<file path="src/rtl/vga_timing_gen_if.sv">
// Signal bundle for vga_timing_gen: requested timing, pixel source and video outputs.
// The master side supplies timing and pixels; the slave side is the timing generator.
interface vga_timing_gen_if #(
  parameter int CNT_W = 11
);
  logic [CNT_W-1:0] h_sync_w;
  logic [CNT_W-1:0] h_bp_w;
  logic [CNT_W-1:0] h_act_w;
  logic [CNT_W-1:0] h_fp_w;
  logic [CNT_W-1:0] v_sync_w;
  logic [CNT_W-1:0] v_bp_w;
  logic [CNT_W-1:0] v_act_w;
  logic [CNT_W-1:0] v_fp_w;
  logic [11:0]      pixel_in;
  logic [1:0]       pattern_sel;

  logic             hsync;
  logic             vsync;
  logic             de;
  logic [CNT_W-1:0] x_pos;
  logic [CNT_W-1:0] y_pos;
  logic [11:0]      rgb;
  logic             line_start;
  logic             frame_start;

  modport master (
    output h_sync_w, h_bp_w, h_act_w, h_fp_w,
    output v_sync_w, v_bp_w, v_act_w, v_fp_w,
    output pixel_in, pattern_sel,
    input  hsync, vsync, de, x_pos, y_pos, rgb, line_start, frame_start
  );

  modport slave (
    input  h_sync_w, h_bp_w, h_act_w, h_fp_w,
    input  v_sync_w, v_bp_w, v_act_w, v_fp_w,
    input  pixel_in, pattern_sel,
    output hsync, vsync, de, x_pos, y_pos, rgb, line_start, frame_start
  );
endinterface

</file>
<file path="src/rtl/vga_timing_gen.sv">
// Programmable VGA timing generator with registered sync, data enable, coordinates,
// colour and line/frame start pulses. Timing is taken from shadow registers that
// only reload at the frame boundary (or on the first clock after reset).
// Optional build macro TEST_PATTERN_EN adds built-in colour patterns on pattern_sel;
// without it the colour is always pixel_in gated by de.
module vga_timing_gen #(
  parameter int CNT_W     = 11,
  parameter bit SYNC_POL  = 1'b0,
  parameter int BAR_SHIFT = 6,
  parameter int H_SYNC_D  = 96,
  parameter int H_BP_D    = 48,
  parameter int H_ACT_D   = 640,
  parameter int H_FP_D    = 16,
  parameter int V_SYNC_D  = 2,
  parameter int V_BP_D    = 33,
  parameter int V_ACT_D   = 480,
  parameter int V_FP_D    = 10
) (
  input  logic            clk_in,
  input  logic            rst_in,
  vga_timing_gen_if.slave vif
);

  localparam int CW = CNT_W + 2;

  logic [CNT_W-1:0] h_sync_s, h_bp_s, h_act_s, h_fp_s;
  logic [CNT_W-1:0] v_sync_s, v_bp_s, v_act_s, v_fp_s;
  logic [CW-1:0]    hc, vc, hc_next, vc_next;
  logic             run_q;

  logic [CW-1:0]    htot, vtot, h_blank, v_blank, h_act_end, v_act_end;
  logic             h_valid, v_valid, timing_ok, h_last, v_last, load_shadow;

  logic             live, active, in_h_sync, in_v_sync, h_act, v_act;
  logic             hsync_next, vsync_next, de_next, line_next, frame_next;
  logic [CNT_W-1:0] x_next, y_next;
  logic [11:0]      rgb_next;

  logic             hsync_q, vsync_q, de_q, line_q, frame_q;
  logic [CNT_W-1:0] x_q, y_q;
  logic [11:0]      rgb_q;

  // Frame geometry derived from the shadow fields, widened so sums cannot overflow.
  assign htot      = CW'(h_sync_s) + CW'(h_bp_s) + CW'(h_act_s) + CW'(h_fp_s);
  assign vtot      = CW'(v_sync_s) + CW'(v_bp_s) + CW'(v_act_s) + CW'(v_fp_s);
  assign h_blank   = CW'(h_sync_s) + CW'(h_bp_s);
  assign v_blank   = CW'(v_sync_s) + CW'(v_bp_s);
  assign h_act_end = h_blank + CW'(h_act_s);
  assign v_act_end = v_blank + CW'(v_act_s);

  // A degenerate geometry in either direction idles the whole generator.
  assign h_valid   = (h_act_s != '0) && (htot >= CW'(2));
  assign v_valid   = (v_act_s != '0) && (vtot >= CW'(2));
  assign timing_ok = h_valid && v_valid;

  // >= so that a counter left beyond a shrunken total still wraps cleanly.
  assign h_last = hc >= (htot - CW'(1));
  assign v_last = vc >= (vtot - CW'(1));

  // While idle the shadows reload every clock, so a valid request takes effect at once.
  assign load_shadow = !run_q || !timing_ok || (h_last && v_last);

  // Shadow timing registers: reset to the build-time mode, reload at frame end.
  always_ff @(posedge clk_in or posedge rst_in) begin
    if (rst_in) begin
      h_sync_s <= CNT_W'(H_SYNC_D);
      h_bp_s   <= CNT_W'(H_BP_D);
      h_act_s  <= CNT_W'(H_ACT_D);
      h_fp_s   <= CNT_W'(H_FP_D);
      v_sync_s <= CNT_W'(V_SYNC_D);
      v_bp_s   <= CNT_W'(V_BP_D);
      v_act_s  <= CNT_W'(V_ACT_D);
      v_fp_s   <= CNT_W'(V_FP_D);
    end else if (load_shadow) begin
      h_sync_s <= vif.h_sync_w;
      h_bp_s   <= vif.h_bp_w;
      h_act_s  <= vif.h_act_w;
      h_fp_s   <= vif.h_fp_w;
      v_sync_s <= vif.v_sync_w;
      v_bp_s   <= vif.v_bp_w;
      v_act_s  <= vif.v_act_w;
      v_fp_s   <= vif.v_fp_w;
    end
  end

  // First clock after reset only primes the shadows; counting starts on the next one.
  always_ff @(posedge clk_in or posedge rst_in) begin
    if (rst_in) run_q <= 1'b0;
    else        run_q <= 1'b1;
  end

  // Next-count logic: horizontal wraps at the line end, vertical advances on that wrap.
  always_comb begin
    hc_next = hc;
    vc_next = vc;
    if (!run_q || !timing_ok) begin
      hc_next = '0;
      vc_next = '0;
    end else if (h_last) begin
      hc_next = '0;
      vc_next = v_last ? '0 : vc + CW'(1);
    end else begin
      hc_next = hc + CW'(1);
    end
  end

  // Pixel and line counters.
  always_ff @(posedge clk_in or posedge rst_in) begin
    if (rst_in) begin
      hc <= '0;
      vc <= '0;
    end else begin
      hc <= hc_next;
      vc <= vc_next;
    end
  end

  // Decode the current counter state into the values the output registers will take.
  always_comb begin
    live       = run_q && timing_ok;
    in_h_sync  = hc < CW'(h_sync_s);
    in_v_sync  = vc < CW'(v_sync_s);
    h_act      = (hc >= h_blank) && (hc < h_act_end);
    v_act      = (vc >= v_blank) && (vc < v_act_end);
    active     = live && h_act && v_act;
    hsync_next = (live && in_h_sync) ? SYNC_POL : ~SYNC_POL;
    vsync_next = (live && in_v_sync) ? SYNC_POL : ~SYNC_POL;
    de_next    = active;
    x_next     = active ? CNT_W'(hc - h_blank) : '0;
    y_next     = active ? CNT_W'(vc - v_blank) : '0;
    line_next  = live && (hc == '0);
    frame_next = line_next && (vc == '0);
  end

`ifdef TEST_PATTERN_EN
  logic [2:0] bar_idx;

  // Colour source selection: external pixel, solid red, eight bars or checkerboard.
  always_comb begin
    bar_idx  = x_next[BAR_SHIFT+2:BAR_SHIFT];
    rgb_next = vif.pixel_in;
    case (vif.pattern_sel)
      2'd0: rgb_next = vif.pixel_in;
      2'd1: rgb_next = 12'hF00;
      2'd2: begin
        case (bar_idx)
          3'd0:    rgb_next = 12'hFFF;
          3'd1:    rgb_next = 12'hFF0;
          3'd2:    rgb_next = 12'h0FF;
          3'd3:    rgb_next = 12'h0F0;
          3'd4:    rgb_next = 12'hF0F;
          3'd5:    rgb_next = 12'hF00;
          3'd6:    rgb_next = 12'h00F;
          default: rgb_next = 12'h000;
        endcase
      end
      default: rgb_next = (x_next[4] ^ y_next[4]) ? 12'hFFF : 12'h000;
    endcase
    if (!active) rgb_next = 12'h000;
  end
`else
  logic unused_pattern_sel;
  assign unused_pattern_sel = ^vif.pattern_sel;

  // Colour is the external pixel, blanked outside the active area.
  always_comb begin
    rgb_next = active ? vif.pixel_in : 12'h000;
  end
`endif

  // Output registers: everything leaves one clock after the counter state it describes.
  always_ff @(posedge clk_in or posedge rst_in) begin
    if (rst_in) begin
      hsync_q <= ~SYNC_POL;
      vsync_q <= ~SYNC_POL;
      de_q    <= 1'b0;
      x_q     <= '0;
      y_q     <= '0;
      rgb_q   <= 12'h000;
      line_q  <= 1'b0;
      frame_q <= 1'b0;
    end else begin
      hsync_q <= hsync_next;
      vsync_q <= vsync_next;
      de_q    <= de_next;
      x_q     <= x_next;
      y_q     <= y_next;
      rgb_q   <= rgb_next;
      line_q  <= line_next;
      frame_q <= frame_next;
    end
  end

  assign vif.hsync       = hsync_q;
  assign vif.vsync       = vsync_q;
  assign vif.de          = de_q;
  assign vif.x_pos       = x_q;
  assign vif.y_pos       = y_q;
  assign vif.rgb         = rgb_q;
  assign vif.line_start  = line_q;
  assign vif.frame_start = frame_q;

endmodule

</file>
<file path="src/flat_wrapper.sv">
// flat-port wrapper written by rule: the top's interface ports become plain ports
module vga_timing_gen_flat 
#(
  parameter int CNT_W     = 11,
  parameter bit SYNC_POL  = 1'b0,
  parameter int BAR_SHIFT = 6,
  parameter int H_SYNC_D  = 96,
  parameter int H_BP_D    = 48,
  parameter int H_ACT_D   = 640,
  parameter int H_FP_D    = 16,
  parameter int V_SYNC_D  = 2,
  parameter int V_BP_D    = 33,
  parameter int V_ACT_D   = 480,
  parameter int V_FP_D    = 10
)
  (clk_in, rst_in, vif_h_sync_w, vif_h_bp_w, vif_h_act_w, vif_h_fp_w, vif_v_sync_w, vif_v_bp_w, vif_v_act_w, vif_v_fp_w, vif_pixel_in, vif_pattern_sel, vif_hsync, vif_vsync, vif_de, vif_x_pos, vif_y_pos, vif_rgb, vif_line_start, vif_frame_start);
  vga_timing_gen_if #(.CNT_W(CNT_W)) vif_i ();
  input  logic clk_in;
  input  logic rst_in;
  input wire logic [$bits(vif_i.h_sync_w)-1:0] vif_h_sync_w;
  input wire logic [$bits(vif_i.h_bp_w)-1:0] vif_h_bp_w;
  input wire logic [$bits(vif_i.h_act_w)-1:0] vif_h_act_w;
  input wire logic [$bits(vif_i.h_fp_w)-1:0] vif_h_fp_w;
  input wire logic [$bits(vif_i.v_sync_w)-1:0] vif_v_sync_w;
  input wire logic [$bits(vif_i.v_bp_w)-1:0] vif_v_bp_w;
  input wire logic [$bits(vif_i.v_act_w)-1:0] vif_v_act_w;
  input wire logic [$bits(vif_i.v_fp_w)-1:0] vif_v_fp_w;
  input wire logic [$bits(vif_i.pixel_in)-1:0] vif_pixel_in;
  input wire logic [$bits(vif_i.pattern_sel)-1:0] vif_pattern_sel;
  output wire logic [$bits(vif_i.hsync)-1:0] vif_hsync;
  output wire logic [$bits(vif_i.vsync)-1:0] vif_vsync;
  output wire logic [$bits(vif_i.de)-1:0] vif_de;
  output wire logic [$bits(vif_i.x_pos)-1:0] vif_x_pos;
  output wire logic [$bits(vif_i.y_pos)-1:0] vif_y_pos;
  output wire logic [$bits(vif_i.rgb)-1:0] vif_rgb;
  output wire logic [$bits(vif_i.line_start)-1:0] vif_line_start;
  output wire logic [$bits(vif_i.frame_start)-1:0] vif_frame_start;
  assign vif_i.h_sync_w = vif_h_sync_w;
  assign vif_i.h_bp_w = vif_h_bp_w;
  assign vif_i.h_act_w = vif_h_act_w;
  assign vif_i.h_fp_w = vif_h_fp_w;
  assign vif_i.v_sync_w = vif_v_sync_w;
  assign vif_i.v_bp_w = vif_v_bp_w;
  assign vif_i.v_act_w = vif_v_act_w;
  assign vif_i.v_fp_w = vif_v_fp_w;
  assign vif_i.pixel_in = vif_pixel_in;
  assign vif_i.pattern_sel = vif_pattern_sel;
  assign vif_hsync = vif_i.hsync;
  assign vif_vsync = vif_i.vsync;
  assign vif_de = vif_i.de;
  assign vif_x_pos = vif_i.x_pos;
  assign vif_y_pos = vif_i.y_pos;
  assign vif_rgb = vif_i.rgb;
  assign vif_line_start = vif_i.line_start;
  assign vif_frame_start = vif_i.frame_start;
  vga_timing_gen #(.CNT_W(CNT_W), .SYNC_POL(SYNC_POL), .BAR_SHIFT(BAR_SHIFT), .H_SYNC_D(H_SYNC_D), .H_BP_D(H_BP_D), .H_ACT_D(H_ACT_D), .H_FP_D(H_FP_D), .V_SYNC_D(V_SYNC_D), .V_BP_D(V_BP_D), .V_ACT_D(V_ACT_D), .V_FP_D(V_FP_D)) u_core (.clk_in(clk_in), .rst_in(rst_in), .vif(vif_i));
endmodule
</file>
<file path="config.mk">
export PLATFORM = sky130hd
export DESIGN_NAME = vga_timing_gen_flat
export DESIGN_NICKNAME = d
export VERILOG_FILES = /design/src/rtl/vga_timing_gen_if.sv /design/src/rtl/vga_timing_gen.sv /design/src/flat_wrapper.sv
export SDC_FILE = /design/constraint.sdc
export NUM_CORES = 1
export LEC_CHECK = 0
export ABC_AREA = 1
export BUFFER_PORTS_ARGS = -buffer_cell sky130_fd_sc_hd__buf_2
export CAP_MARGIN = 20
export CORE_MARGIN = 2
export CORE_UTILIZATION = 45
export DETAILED_ROUTE_END_ITERATION = 10
export PLACE_DENSITY = 0.69
export SYNTH_ARGS = -nofsm -noshare
export SYNTH_HDL_FRONTEND = slang
export SYNTH_SLANG_ARGS = --single-unit
</file>
<file path="constraint.sdc">
create_clock -name clk_in -period 6.42 [get_ports clk_in]
set_clock_uncertainty 0.05 [all_clocks]
set_input_delay 1.284 -clock clk_in [delete_from_list [all_inputs] [get_ports clk_in]]
set_output_delay 1.284 -clock clk_in [all_outputs]
set_load 0.005 [all_outputs]
</file>
==> results by group <==
Placed design
  – Dpl cell area: 0.0147 mm^2
  – Routability cong.: 0.923
  – Hpwl dp: 28.4 mm
  – Place WS: -0.0207 ns
  – Placed Cells: 2343
  – Port Buf Inserts: 140

Layout
  – Multi-input combinational cell area: 0.00823 mm^2
  – Final cell count without fillers: 2388
  – Fraction of layout instances using a drive strength above 1: 0.177
  – Design area: 0.0158 mm^2
  – Register area: 0.00388 mm^2
  – Area grow syn2layout: 22.0%
  – Fill count: 2634
  – Final core area utilization: 0.554
  – Nets: 2273
  – Diode count: 0

Setup path
  – Endpoint class of the critical path: register
  – Startpoint Class: register
  – Slowest-stage cell, CP: dfstp_2
  – CP max FO: 7
  – Critical Path RT: 6.71 ns
  – Critical path's most frequent cell: nand2_1
  – Reg2reg start: u_core.v_bp_s[0]
  – R2r worst-path depth: 38
  – CP arrival: 6.42 ns
  – Crit path from: u_core.v_bp_s[0]
  – Crit-path max cell delay: 0.54 ns
  – Critical path class: register to register

Timing
  – Hold Vio Cnt, Final: 0
  – Fin. max-slew vios: 0
  – Slew headroom: 0.453
  – Post-layout min period: 6.13 ns
  – Worst hold slack: 0.453 ns
  – Final worst slack: 0.292 ns
  – Final setup violation count: 0
  – Setup TNS Final: 0 ns
  – F_max: 163 MHz
  – Slew @ Worst Pin: 0.821 ns
  – Period utilization: 0.954

Clock tree
  – CTS Buf Count: 17
  – H-tree depth: 4
  – Skew-Pair Late Insertion Delay: 0.45 ns
  – CTS max path bufs: 2
  – CTS tree: yes
  – CTS Sinks: 154
  – Clock transition at the registers of the reported paths: 0.07 ns
  – Root Buffer: clkbuf_16

Synth
  – Distinct cells, synth: 38
  – Top area cells in the synthesized netlist: dfrtp_1, ha_1, nand2_1, inv_1, nand4_1
  – Number of synthesized register bits: 154
  – Synthesis warning total: 0
  – Largest area contributor in the netlist: dfrtp_1
  – Ys async rst share: 1.00
  – Synth top area share: 0.264
  – Synth Net Count: 2057
  – Synth Cell Area: 0.0129 mm^2
  – Post-synth top cells: nand2_1, inv_1, ha_1, dfrtp_1, nor2_1
  – Main synth FF type: dfrtp_1
  – Post-Synthesis Cells: 1775
  – EDFF count, synth: 0
  – Top-count cell post-synth: nand2_1
  – Syn avg cell area: 7.28 um^2
  – Sequential area share after synthesis: 0.300

Power and ir drop
  – Cell Pwr Density: 412 mW/mm^2
  – Design Power: 6.49 mW
  – Leakage: 8.75 nW
  – Worst vdd ir: 0.190 mV

Floorplanning
  – Full die area: 0.0301 mm^2
  – Chip width: 173 um
  – Core footprint: 0.0285 mm^2
  – Io pins: 143
  – Row Count: 62
  – Initial Utilization: 0.454
  – Die Ht: 173 um

Global routing
  – Largest net degree at the start of global routing: 90
  – Initial antenna violation count: 0
  – First-pass GRT wire length: 58.7 mm
  – All-Layer GR Usage: 0.244
  – Number of global-route vias before repair: 11800
  – Gr ovfl total: 0

Min path
  – Hold Path Depth: 2
  – Min-delay src: u_core.v_bp_s[0]
  – Min-delay worst type: register to register

Drt
  – Post-route DRC: 0
  – Final WL: 37.9 mm
  – 1st-iter DRT viols: 1081
  – Routed WL per cell: 15.9 um
  – Post-DRT Antenna Nets: 0
  – Via density: 5.28
  – Via Count: 12600
  – DR pass1 iterations: 6

Job
  – Max-cap viol count: 0

Outcome
  – Status: finished clean
-- cells in the final DEF (no fill, tap or decap), types with 6 or more instances in the layout --
cell | synthesis | layout
xnor2_1 | 31 | 27
a21oi_1 | 102 | 94
nor3_2 | 0 | 6
nor4_1 | 10 | 8
o21ai_0 | 35 | 26
dfrtp_1 | 136 | 136
nand2_1 | 477 | 472
xor2_1 | 62 | 56
nor2_2 | 0 | 9
fa_1 | 8 | 6
nand4_1 | 119 | 119
o21bai_1 | 8 | 8
nor2_1 | 136 | 127
ha_1 | 170 | 163
nand3_1 | 85 | 83
buf_4 | 3 | 90
nor3_1 | 41 | 35
buf_2 | 14 | 140
a21oi_2 | 0 | 8
ha_4 | 0 | 7
inv_1 | 255 | 254
buf_12 | 0 | 8
dfstp_2 | 18 | 18
clkbuf_16 | 0 | 19
-- cell families (layout without fill, tap and decap cells) --
| family | after synthesis | count (layout) | synth area share |
|---|---|---|---|
| adders and majority gates | 178 | 178 | 0.177 |
| DFF | 154 | 154 | 0.300 |
| and+or+nand+nor | 878 | 878 | 0.296 |
| buffers and inverters | 299 | 528 | 0.0891 |
| AOI/OAI and AO/OA | 172 | 172 | 0.0747 |
| other | 1 | 1 | 0.000290 |
| xor gates and xnor gates | 93 | 93 | 0.0631 |
-- critical path, delay by kind of cell, from the launching register on --
kind,cells,cell delay [ns]
AND/OR/NAND/NOR,15,1.60
adder cells (fa/ha/maj),5,1.47
AO/OA/AOI/OAI,8,1.12
buffers and inverters,7,0.71
flip-flops,1,0.54
XOR/XNOR,3,0.54
-- timing repair --
action,in CTS,in global routing
hold buffers,0,0
endpoints found under the hold margin,0,0
cloned,0,2
buffers inserted,0,11
setup endpoints to repair,6,114
pin swaps,0,30
gates resized for setup,2,67
-- path summary, 6_finish.rpt --
path                                      endpoint  slack (ns)
worst max-delay path            u_core.h_sync_s[1]        0.29
worst min-delay path              u_core.v_bp_s[0]        0.45
worst max register to register  u_core.h_sync_s[1]        0.29
worst min register to register    u_core.v_bp_s[0]        0.45
max in group asynchronous       u_core.h_sync_s[1]        4.01
min in group asynchronous            u_core.vif.de        0.96
-- power by group --
| part | leakage, nW | switching (mW) | total (mW) | internal [mW] |
|---|---|---|---|---|
| Sequential | 1.95 | 0.0701 | 1.11 | 1.04 |
| Clock | 0.299 | 0.538 | 1.07 | 0.535 |
| Combinational | 6.50 | 2.53 | 4.30 | 1.77 |
| Total | 8.75 | 3.14 | 6.49 | 3.35 |
-- final cells by class --
class	instances	area share
Sequential cell	154	0.246
Tap cell	384	0.0305
Timing Repair Buffer	241	0.101
Inverter	255	0.0610
Multi-Input combinational cell	1322	0.522
Clock inverter	15	0.0121
Clock buffer	17	0.0270
-- layer usage --
| layer | global-route usage | part of all wire |
|---|---|---|
| met1 | 0.355 | 0.47 |
| met2 | 0.373 | 0.43 |
| met3 | 0.0384 | 0.067 |
| met4 | 0.0724 | 0.025 |
| met5 | 0 | 0 |
No activity file was read; power rests on OpenSTA's default activity.
